--- src/rtl/id_ex_stage.sv ---
// -----------------------------------------------------------------------------
// id_ex_stage
//
// ID/EX pipeline register that sits directly in front of the ALU. Each cycle it
// captures the decoded instruction and drives the registered ALU operands and
// control. RAW hazards are resolved by forwarding from EX and MEM before the
// register. A load followed by a dependent instruction is resolved by inserting
// one bubble and asking PC and IF/ID to hold.
//
// Ports
//   i_clk, i_reset              clock, asynchronous active-low reset
//   i_id_*                      decoded instruction from the ID stage
//   i_ex_result                 combinational ALU output of the instruction in EX
//   i_mem_reg_write/rd/result   write-back candidate from the MEM stage
//   i_stall                     global freeze; all registers hold
//   i_flush                     taken branch; the instruction entering EX dies
//   o_hazard_stall              load-use stall request to PC and IF/ID (comb.)
//   o_alu_in1/in2/fun/opcode/sign  registered ALU inputs
//   o_ex_store_data             forwarded rt, used as store data
//   o_ex_rd, o_ex_*             registered destination and downstream control
// -----------------------------------------------------------------------------
module id_ex_stage #(
    parameter int DATA_W = 32,
    parameter int REG_AW = 5
) (
    input  logic              i_clk,
    input  logic              i_reset,
    input  logic              i_id_valid,
    input  logic [DATA_W-1:0] i_id_rs_data,
    input  logic [DATA_W-1:0] i_id_rt_data,
    input  logic [REG_AW-1:0] i_id_rs_addr,
    input  logic [REG_AW-1:0] i_id_rt_addr,
    input  logic [REG_AW-1:0] i_id_rd_addr,
    input  logic              i_id_uses_rs,
    input  logic              i_id_uses_rt,
    input  logic [DATA_W-1:0] i_id_imm,
    input  logic [4:0]        i_id_shamt,
    input  logic [1:0]        i_id_alusrc1,
    input  logic              i_id_alusrc2,
    input  logic [5:0]        i_id_alufun,
    input  logic [5:0]        i_id_opcode,
    input  logic              i_id_sign,
    input  logic              i_id_reg_write,
    input  logic              i_id_mem_read,
    input  logic              i_id_mem_write,
    input  logic              i_id_mem_to_reg,
    input  logic [DATA_W-1:0] i_ex_result,
    input  logic              i_mem_reg_write,
    input  logic [REG_AW-1:0] i_mem_rd,
    input  logic [DATA_W-1:0] i_mem_result,
    input  logic              i_stall,
    input  logic              i_flush,
    output logic              o_hazard_stall,
    output logic [DATA_W-1:0] o_alu_in1,
    output logic [DATA_W-1:0] o_alu_in2,
    output logic [5:0]        o_alu_fun,
    output logic [5:0]        o_alu_opcode,
    output logic              o_alu_sign,
    output logic [DATA_W-1:0] o_ex_store_data,
    output logic [REG_AW-1:0] o_ex_rd,
    output logic              o_ex_valid,
    output logic              o_ex_reg_write,
    output logic              o_ex_mem_read,
    output logic              o_ex_mem_write,
    output logic              o_ex_mem_to_reg
);

    logic [DATA_W-1:0] r_alu_in1;
    logic [DATA_W-1:0] r_alu_in2;
    logic [5:0]        r_alu_fun;
    logic [5:0]        r_alu_opcode;
    logic              r_alu_sign;
    logic [DATA_W-1:0] r_store_data;
    logic [REG_AW-1:0] r_ex_rd;
    logic              r_ex_valid;
    logic              r_ex_reg_write;
    logic              r_ex_mem_read;
    logic              r_ex_mem_write;
    logic              r_ex_mem_to_reg;

    logic              w_ex_fwd_en;
    logic [DATA_W-1:0] w_fwd_rs;
    logic [DATA_W-1:0] w_fwd_rt;
    logic [DATA_W-1:0] w_in1;
    logic [DATA_W-1:0] w_in2;
    logic              w_rs_dep;
    logic              w_rt_dep;
    logic              w_hazard;
    logic              w_load_bubble;

    // A load in EX has no result yet, so it is never a forwarding source;
    // that case is covered by the load-use bubble instead.
    assign w_ex_fwd_en = r_ex_valid & r_ex_reg_write & ~r_ex_mem_read;

    // EX is younger than MEM, so it wins when both target the same register.
    // $0 is hard-wired, so it never forwards.
    always_comb begin
        w_fwd_rs = i_id_rs_data;
        if (i_id_rs_addr != '0) begin
            if (w_ex_fwd_en && (r_ex_rd == i_id_rs_addr)) begin
                w_fwd_rs = i_ex_result;
            end else if (i_mem_reg_write && (i_mem_rd == i_id_rs_addr)) begin
                w_fwd_rs = i_mem_result;
            end
        end
    end

    always_comb begin
        w_fwd_rt = i_id_rt_data;
        if (i_id_rt_addr != '0) begin
            if (w_ex_fwd_en && (r_ex_rd == i_id_rt_addr)) begin
                w_fwd_rt = i_ex_result;
            end else if (i_mem_reg_write && (i_mem_rd == i_id_rt_addr)) begin
                w_fwd_rt = i_mem_result;
            end
        end
    end

    // alusrc1 = 3 is unused by the decoder and falls back to rs.
    always_comb begin
        case (i_id_alusrc1)
            2'd1:    w_in1 = DATA_W'(i_id_shamt);
            2'd2:    w_in1 = DATA_W'({i_id_imm[15:0], 16'h0000});
            default: w_in1 = w_fwd_rs;
        endcase
    end

    assign w_in2 = i_id_alusrc2 ? i_id_imm : w_fwd_rt;

    assign w_rs_dep = i_id_uses_rs & (r_ex_rd == i_id_rs_addr);
    assign w_rt_dep = i_id_uses_rt & (r_ex_rd == i_id_rt_addr);

    // A flush kills the ID instruction anyway, so there is nothing to hold.
    assign w_hazard = i_id_valid & r_ex_valid & r_ex_mem_read & (r_ex_rd != '0)
                    & (w_rs_dep | w_rt_dep) & ~i_flush;

    // Flush beats the global freeze; a load-use bubble only happens when the
    // pipeline is actually advancing.
    assign w_load_bubble = i_flush | (~i_stall & w_hazard);

    always_ff @(posedge i_clk or negedge i_reset) begin
        if (!i_reset) begin
            r_alu_in1       <= '0;
            r_alu_in2       <= '0;
            r_alu_fun       <= '0;
            r_alu_opcode    <= '0;
            r_alu_sign      <= 1'b0;
            r_store_data    <= '0;
            r_ex_rd         <= '0;
            r_ex_valid      <= 1'b0;
            r_ex_reg_write  <= 1'b0;
            r_ex_mem_read   <= 1'b0;
            r_ex_mem_write  <= 1'b0;
            r_ex_mem_to_reg <= 1'b0;
        end else if (w_load_bubble) begin
            r_alu_in1       <= '0;
            r_alu_in2       <= '0;
            r_alu_fun       <= '0;
            r_alu_opcode    <= '0;
            r_alu_sign      <= 1'b0;
            r_store_data    <= '0;
            r_ex_rd         <= '0;
            r_ex_valid      <= 1'b0;
            r_ex_reg_write  <= 1'b0;
            r_ex_mem_read   <= 1'b0;
            r_ex_mem_write  <= 1'b0;
            r_ex_mem_to_reg <= 1'b0;
        end else if (!i_stall) begin
            r_alu_in1       <= w_in1;
            r_alu_in2       <= w_in2;
            r_alu_fun       <= i_id_alufun;
            r_alu_opcode    <= i_id_opcode;
            r_alu_sign      <= i_id_sign;
            r_store_data    <= w_fwd_rt;
            r_ex_rd         <= i_id_rd_addr;
            r_ex_valid      <= i_id_valid;
            r_ex_reg_write  <= i_id_valid & i_id_reg_write;
            r_ex_mem_read   <= i_id_valid & i_id_mem_read;
            r_ex_mem_write  <= i_id_valid & i_id_mem_write;
            r_ex_mem_to_reg <= i_id_valid & i_id_mem_to_reg;
        end
    end

    assign o_hazard_stall  = w_hazard;
    assign o_alu_in1       = r_alu_in1;
    assign o_alu_in2       = r_alu_in2;
    assign o_alu_fun       = r_alu_fun;
    assign o_alu_opcode    = r_alu_opcode;
    assign o_alu_sign      = r_alu_sign;
    assign o_ex_store_data = r_store_data;
    assign o_ex_rd         = r_ex_rd;
    assign o_ex_valid      = r_ex_valid;
    assign o_ex_reg_write  = r_ex_reg_write;
    assign o_ex_mem_read   = r_ex_mem_read;
    assign o_ex_mem_write  = r_ex_mem_write;
    assign o_ex_mem_to_reg = r_ex_mem_to_reg;

endmodule

--- config.mk ---
export PLATFORM = sky130hd
export DESIGN_NAME = id_ex_stage
export DESIGN_NICKNAME = d
export VERILOG_FILES = /design/src/rtl/id_ex_stage.sv
export SDC_FILE = /design/constraint.sdc
export NUM_CORES = 1
export LEC_CHECK = 0
export BUFFER_PORTS_ARGS = -buffer_cell sky130_fd_sc_hd__clkbuf_2
export CAP_MARGIN = 20
export CORE_AREA = 2 2 131 133
export DETAILED_ROUTE_END_ITERATION = 8
export DIE_AREA = 0 0 133 135
export PLACE_DENSITY_LB_ADDON = 0.12
export SETUP_SLACK_MARGIN = 0.1
export SYNTH_ARGS = -nofsm -noshare
export SYNTH_HDL_FRONTEND = slang
export SYNTH_SLANG_ARGS = --single-unit
--- constraint.sdc ---
create_clock -name i_clk -period 4.17 [get_ports i_clk]
set_clock_uncertainty 0.15 [all_clocks]
set_input_delay 0.6255 -clock i_clk [delete_from_list [all_inputs] [get_ports i_clk]]
set_output_delay 0.6255 -clock i_clk [all_outputs]
set_load 0.01 [all_outputs]
==> metrics.yaml, run 1 <==
critical_path:
  worst-path-stages: 6
  timing.setup.critical_path_class: "reg -> reg"
  slowest_stage_delay_cp_ns: 0.78
  critical_path.endpoint_type: "flop"
  worstRegToRegCells: 6
  crit_path_cell_trace: "xnor2_1, nand3_1, or3_2, a21oi_4, o22ai_1, o21ai_1"
  sort_of_element_at_the_start_of_the_critical_path: "flop"
  data_arrival_time_of_the_worst_path_ns: 3.15
  critical_path.slowest_cell: "sky130_fd_sc_hd__a21oi_4"
  critical_path_buf_inv_count: 0
  timing.critical_path.required_ns: 4.37
  crit_family: "compound AO/OA/AOI/OAI gates"
  critical_path_peak_fanout: 32
sta:
  timing.hold.ws_ns: 0.0489
  finalSetupViolCount: 0
  finalSetupTns_ns: 0
  final-hold-violation-count: 0
  report.final.slew_viol_count: 0
  maxSlewHeadroom: 0.302
  max_slew.worst_pin.slew_ns: 1.04
  maxClockFrequency_mhz: 340
  grt_setup_unrepaired: "no"
  fin_crit_sh: 0.706
  fin_ws_ns: 1.23
  timing.final.crit_period_ns: 2.94
die:
  std_cell_rows: 47
  die_y_um: 135
  core-area_um2: 16400
  die_area_um2: 18000
  floorplan.die.width_um: 133
  floorplan.initialDensity: 0.381
  ioPinCount: 333
detailed_routing:
  drtAntennaViolNets: 0
  wire_per_inst_um: 23.6
  drc: 0
  first_iter_violations: 494
  num_vias: 7026
  via_per_inst: 5.97
  detail_route.wirelength_um: 27800
  drt_pass1_iterations: 5
cells_and_area:
  multi_input_area_um2: 3020
  register_area_um2: 2980
  layout-drive-gt1-share: 0.408
  fin_nets: 1158
  final_layout_fill_cell_count: 1615
  flow.area_growth_from_synthesis_pct: 39.5
synth:
  synthesis.yosys.warnings: 0
  synth_nets: 864
  yosys.cell_types.count: 38
  synth.area.mux_share: 0
  synth_top_cell_by_area: "sky130_fd_sc_hd__dfrtp_1"
  syn_area_um2: 6240
  yosysSeqAreaShare: 0.477
  area_share_of_and_or_nand_nor_cells_after_synthesis: 0.0910
  post_synthesis_cell_count: 649
  synth_top_area_share: 0.477
  ys_async_sr_fraction: 1.00
  synth_fa_ha_area_frac: 0.00401
  synth_seq_cells: 119
  synth_compound_area_frac: 0.351
  synthesis.area_per_instance_um2: 9.62
  largest_family_of_logic_cells_by_synthesized_area: "compound AO/OA/AOI/OAI gates"
  synthTopCellsByArea: "sky130_fd_sc_hd__dfrtp_1, sky130_fd_sc_hd__a22o_1, sky130_fd_sc_hd__o21ai_1"
  synthXorXnorAreaFrac: 0.0281
  post_synth_edffs: 0
  yosys_most_used_dff: "sky130_fd_sc_hd__dfrtp_1"
cts:
  skew_pair_late_insertion_delay_ns: 0.43
  ctsHoldBuffers: 0
  clock_path_buffers: 2
  post_cts_resize_count: 0
  clock_tree_from_tritoncts: "done"
  path_clk_slew_ns: 0.06
  cts_num_sinks: 119
  cts-buffers-inserted: 17
  postCtsSetupRepairBufs: 0
  cts.htree.levels: 4
  cts_root_buf: "sky130_fd_sc_hd__clkbuf_16"
place:
  dp_hpwl_um: 19800
  port_buffers: 332
  setup_slack_at_placement_ns: 0.903
  gp_routability_congestion: 0.836
global_route:
  grt_remaining_overflow: 0
  grt_antenna_before_repair: 1
  grt_pass1_wl_um: 41700
  first_global_vias: 6993
  maximum_number_of_pins_on_one_net_before_global_route_repair: 88
  track_usage: 0.308
min_path:
  hold_path_class: "in -> async"
pwr:
  power.ir.vdd_worst_uv: 289
  power_per_cell_area_nw_per_um2: 380
  leakagePower_nw: 4.13
  p_total_mw: 3.31
run_status:
  run_status: "completed"
run:
  max-cap-violations: 0
[worst register-to-register path, cell delays in order, from the launching register on]
cell,delay (ns)
sky130_fd_sc_hd__dfrtp_1,0.45
sky130_fd_sc_hd__xnor2_1,0.20
sky130_fd_sc_hd__nand3_1,0.19
sky130_fd_sc_hd__or3_2,0.56
sky130_fd_sc_hd__a21oi_4,0.78
sky130_fd_sc_hd__o22ai_1,0.35
sky130_fd_sc_hd__o21ai_1,0.20
[layer usage]
layer / global-route usage / routed length (µm)
met5: 0 / 0
met2: 0.489 / 13000
met1: 0.402 / 11600
met3: 0.0815 / 2380
met4: 0.123 / 827
[cell families (layout without fill, tap and decap cells)]
kind of cell	after synthesis	in the layout
and+or+nand+nor	115	115
xor gates and xnor gates	20	20
AOI/OAI and AO/OA	317	317
adders and majority gates	2	2
DFF	119	119
other	0	1
buffers and inverters	76	383
[synthesized netlist by cell type (2+ instances only)]
master and count:
sky130_fd_sc_hd__o22ai_1 45, sky130_fd_sc_hd__nor2b_1 4, sky130_fd_sc_hd__nor4_1 2, sky130_fd_sc_hd__xnor2_1 12
sky130_fd_sc_hd__xor2_1 8, sky130_fd_sc_hd__a31oi_1 41, sky130_fd_sc_hd__nand3_1 24, sky130_fd_sc_hd__and3_1 2
sky130_fd_sc_hd__nand2_1 47, sky130_fd_sc_hd__ha_1 2, sky130_fd_sc_hd__nand4_1 20, sky130_fd_sc_hd__or4_1 2
sky130_fd_sc_hd__o22a_1 33, sky130_fd_sc_hd__a22oi_1 11, sky130_fd_sc_hd__nand3b_1 2, sky130_fd_sc_hd__o21ai_1 65
sky130_fd_sc_hd__buf_4 3, sky130_fd_sc_hd__o211ai_1 11, sky130_fd_sc_hd__or3_1 2, sky130_fd_sc_hd__buf_2 7
sky130_fd_sc_hd__dfrtp_1 119, sky130_fd_sc_hd__clkbuf_1 59, sky130_fd_sc_hd__nor2_1 4, sky130_fd_sc_hd__a22o_1 39
sky130_fd_sc_hd__a21oi_1 31, sky130_fd_sc_hd__nor3_1 2, sky130_fd_sc_hd__inv_1 3, sky130_fd_sc_hd__a32o_1 4
sky130_fd_sc_hd__buf_1 4, sky130_fd_sc_hd__a32oi_1 33
[area by class of cell]
type	instances	share of cell area
Multi-Input combinational cell	454	0.347
Sequential cell	119	0.342
Timing Repair Buffer	348	0.210
Clock buffer	18	0.0493
Tap cell	220	0.0316
Clock inverter	14	0.0187
Inverter	3	0.00129
Antenna cell	1	0.000287
[placed cells by master (no fill, tap or decap), types with 12 or more instances in the layout]
| cell type | instances |
|---|---|
| sky130_fd_sc_hd__a22o_1 | 39 |
| sky130_fd_sc_hd__o22ai_1 | 44 |
| sky130_fd_sc_hd__a32oi_1 | 33 |
| sky130_fd_sc_hd__nand4_1 | 20 |
| sky130_fd_sc_hd__clkbuf_16 | 17 |
| sky130_fd_sc_hd__clkbuf_2 | 331 |
| sky130_fd_sc_hd__xnor2_1 | 12 |
| sky130_fd_sc_hd__buf_4 | 12 |
| sky130_fd_sc_hd__dfrtp_1 | 119 |
| sky130_fd_sc_hd__o21ai_1 | 65 |
| sky130_fd_sc_hd__nand3_1 | 24 |
| sky130_fd_sc_hd__a21oi_1 | 31 |
| sky130_fd_sc_hd__o22a_1 | 33 |
| sky130_fd_sc_hd__a31oi_1 | 41 |
| sky130_fd_sc_hd__nand2_1 | 47 |
[final timing paths]
kind / startpoint / endpoint / slack (ns)
setup / recovery: o_ex_rd[3] / o_ex_store_data[29] / 1.23
hold reg to reg: o_ex_store_data[23] / o_ex_store_data[23] / 0.34
setup reg to reg: o_ex_rd[3] / o_ex_store_data[29] / 1.23
max in group asynchronous: i_reset / o_ex_store_data[11] / 2.93
min in group i_clk: i_id_opcode[5] / o_alu_opcode[5] / 0.26
hold / removal: i_reset / o_alu_fun[2] / 0.05
[power breakdown]
part	total [mW]	internal [mW]	switching (mW)
clock network	1.50	0.896	0.608
logic	0.537	0.217	0.320
registers	1.27	1.22	0.0493
[per-stage QoR]
step | area [µm²] | utilization | instances
after floorplan | 6240 | - | 649
after global placement | 8110 | 0.494 | 1143
after detailed placement | 8110 | 0.494 | 1143
after CTS | 8700 | 0.530 | 1175
after global routing | 8710 | 0.531 | 1177
final | 8710 | 0.531 | 1177
Power figures use the tool's default switching activity.
==> inputs of run 2 (changes only) <==
clock period = 2.4 ns   (was 4.17 ns; I/O delays follow)
==> run 2 against run 1 <==
Against the previous run:
- register-to-register slack worse by 1.1 ns
- non-clock buffer count is 45 higher
- cell area is 7.9% higher
- first-iteration DRC count is 16% higher
- flip-flop and latch count stayed put
- sequential power is 74% higher
- via count is 3.3% higher
- clock power is 62% higher
- critical path depth stayed put
- hold slack worse by 0.032 ns
- core utilization is 4.2 points higher
- routed wire length is 0.55% higher
==> metrics.yaml, run 2 (synthesized netlist as in run 1, its figures left out) <==
place:
  gp_routability_congestion: 0.866  # +3.6%
  port_buffers: 332  # unchanged
  post-place-cells: 1181  # +3.3%
  dp_hpwl_um: 20400  # +2.7%
cts:
  path_clk_slew_ns: 0.05  # about the same
  cts.htree.levels: 4  # unchanged
  skew_pair_late_insertion_delay_ns: 0.41  # -0.02 ns
  clock_tree_from_tritoncts: "done"
  cts-buffers-inserted: 17  # unchanged
  clock_path_buffers: 2  # unchanged
  cts_root_buf: "sky130_fd_sc_hd__clkbuf_16"
  cts_num_sinks: 119  # unchanged
min_path:
  worstHoldPathCells: 2
  hold_path_class: "in -> reg"
  hold_path_startpoint: "i_id_rd_addr[0]"
  worst_hold_path.endpoint: "o_ex_rd[0]"
sta:
  timing.final.crit_period_ns: 2.31
  report.final.slew_viol_count: 0  # unchanged
  finalSetupViolCount: 0  # unchanged
  maxSlewHeadroom: 0.366  # +0.0645
  fin_crit_sh: 0.962
  grt_setup_unrepaired: "yes"
  final-hold-violation-count: 0  # unchanged
  maxClockFrequency_mhz: 433
  max_slew.worst_pin.slew_ns: 0.949  # -0.0940 ns
critical_path:
  critical_path.endpoint_type: "primary output"
  rr_endpoint: "o_alu_in2[20]"
  data_arrival_time_of_the_worst_path_ns: 1.80  # -1.35 ns
  sort_of_element_at_the_start_of_the_critical_path: "flop"
  worstRegToRegCells: 9  # +3
  reg2reg_slack_ns: 0.13  # -1.10 ns
  timing.setup.critical_path_class: "reg -> out"
  timing.critical_path.required_ns: 1.89  # -2.48 ns
  r2r_start: "o_ex_rd[3]"
  critical_path_peak_fanout: 4  # -88%
cells_and_area:
  fin_nets: 1203  # +3.9%
  layout_commonest_cell: "sky130_fd_sc_hd__clkbuf_2"
  commonest_cells_after_routing_fill_and_taps_aside: "sky130_fd_sc_hd__clkbuf_2, sky130_fd_sc_hd__dfrtp_1, sky130_fd_sc_hd__o21ai_1"
  final_layout_fill_cell_count: 1484  # -8.1%
  layout-drive-gt1-share: 0.450  # +0.0421
  postLayoutCoreUtil: 0.573  # +0.0422
  diodes: 0  # -1
  final_cell_count_no_fill: 1220  # +3.7%
  flow.area_growth_from_synthesis_pct: 50.6
die:
  std_cell_rows: 47  # unchanged
  die_area_um2: 18000  # unchanged
  ioPinCount: 333  # unchanged
  floorplan.die.width_um: 133  # unchanged
  core-area_um2: 16400  # unchanged
  die_y_um: 135  # unchanged
  floorplan.initialDensity: 0.381  # unchanged
detailed_routing:
  detail_route.wirelength_um: 28000  # +0.55%
  first_iter_violations: 574  # +16%
  num_vias: 7255  # +3.3%
  drtAntennaViolNets: 0  # unchanged
  drc: 0  # unchanged
  wire_per_inst_um: 22.9  # -3.0%
  via_per_inst: 5.95  # -0.38%
  drt_pass1_iterations: 4  # -1
global_route:
  grt_pass1_wl_um: 41700  # -0.10%
  grt_remaining_overflow: 0  # unchanged
  grt_antenna_before_repair: 1  # unchanged
  track_usage: 0.306  # -0.00212
  maximum_number_of_pins_on_one_net_before_global_route_repair: 78  # -11%
  first_global_vias: 7093  # +1.4%
pwr:
  leakagePower_nw: 4.47  # +8.1%
  power_per_cell_area_nw_per_um2: 604  # +59%
  power.ir.vdd_worst_uv: 478  # +65%
run_status:
  run_status: "completed"
run:
  max-cap-violations: 0  # unchanged
-- run 2: layout make-up --
| type | count | area [µm²] | share of cell area |
|---|---|---|---|
| repair buffers | 393 | 2410 | 0.256 |
| well taps | 220 | 275 | 0.0293 |
| clock inverters | 10 | 98.8 | 0.0105 |
| flip-flops and latches | 119 | 2980 | 0.317 |
| multi-input cells | 454 | 3170 | 0.338 |
| clock buffers | 21 | 460 | 0.0490 |
| inverters | 3 | 11.3 | 0.00120 |
-- run 2: metal layers --
| layer | routed length, µm | GRT usage | up-vias | part of all wire |
|---|---|---|---|---|
| li1 | - | - | 3253 | - |
| met1 | 11700 | 0.401 | 3567 | 0.42 |
| met2 | 13400 | 0.497 | 394 | 0.48 |
| met3 | 2180 | 0.0724 | 41 | 0.078 |
| met4 | 605 | 0.107 | 0 | 0.022 |
| met5 | 0 | 0 | - | 0 |
-- run 2: worst max-delay path by stage --
stage	startpoint	end	slack [ns]	cells past startpoint
2_1_floorplan	o_ex_rd[3]	o_alu_in2[0]	0.23	8
3_3_place_gp	i_id_rt_addr[4]	o_alu_in2[6]	-0.04	10
3_5_place_dp	i_id_rt_addr[0]	o_alu_in2[20]	-0.08	10
4_1_cts	o_ex_rd[1]	o_hazard_stall	0.05	6
5_1_grt	o_ex_rd[2]	o_hazard_stall	-0.02	6
6_report	o_ex_rd[2]	o_hazard_stall	0.09	6
-- run 2: stage by stage --
stage          setup TNS [ns]  hold slack, ns  cell area, µm²  setup WS [ns]  power [mW]
2_1_floorplan               0         -0.0856            6240          0.233        2.64
3_3_place_gp           -0.179           0.174            8540        -0.0438        3.23
3_5_place_dp            -1.58           0.176            8540        -0.0818        3.23
4_1_cts                     0         0.00249            9240         0.0475        5.69
5_1_grt               -0.0242         0.00378            9400        -0.0242        5.92
6_report                    0          0.0167            9400         0.0916        5.68
-- run 2: where the power goes --
group	total, mW	internal [mW]	switching [mW]
logic	1.04	0.453	0.588
registers	2.21	2.12	0.0824
clock network	2.43	1.48	0.959
-- run 2: worst max-delay path, cell delays in order, from the launching register on --
cell                      delay (ns)
sky130_fd_sc_hd__dfrtp_1        0.39
sky130_fd_sc_hd__buf_4          0.16
sky130_fd_sc_hd__xnor2_2        0.18
sky130_fd_sc_hd__nand3_1        0.15
sky130_fd_sc_hd__o22ai_4        0.16
sky130_fd_sc_hd__and3_4         0.20
sky130_fd_sc_hd__buf_2          0.13
-- run 2: what timing repair did --
item                                   4_1_cts  5_1_grt
setup endpoints to repair                   64       66
cloned                                       2        0
resized for setup                            6       28
endpoints found under the hold margin       45        0
hold buffers                                 2        0
pin swaps                                    3        7
setup buffers                                1        3
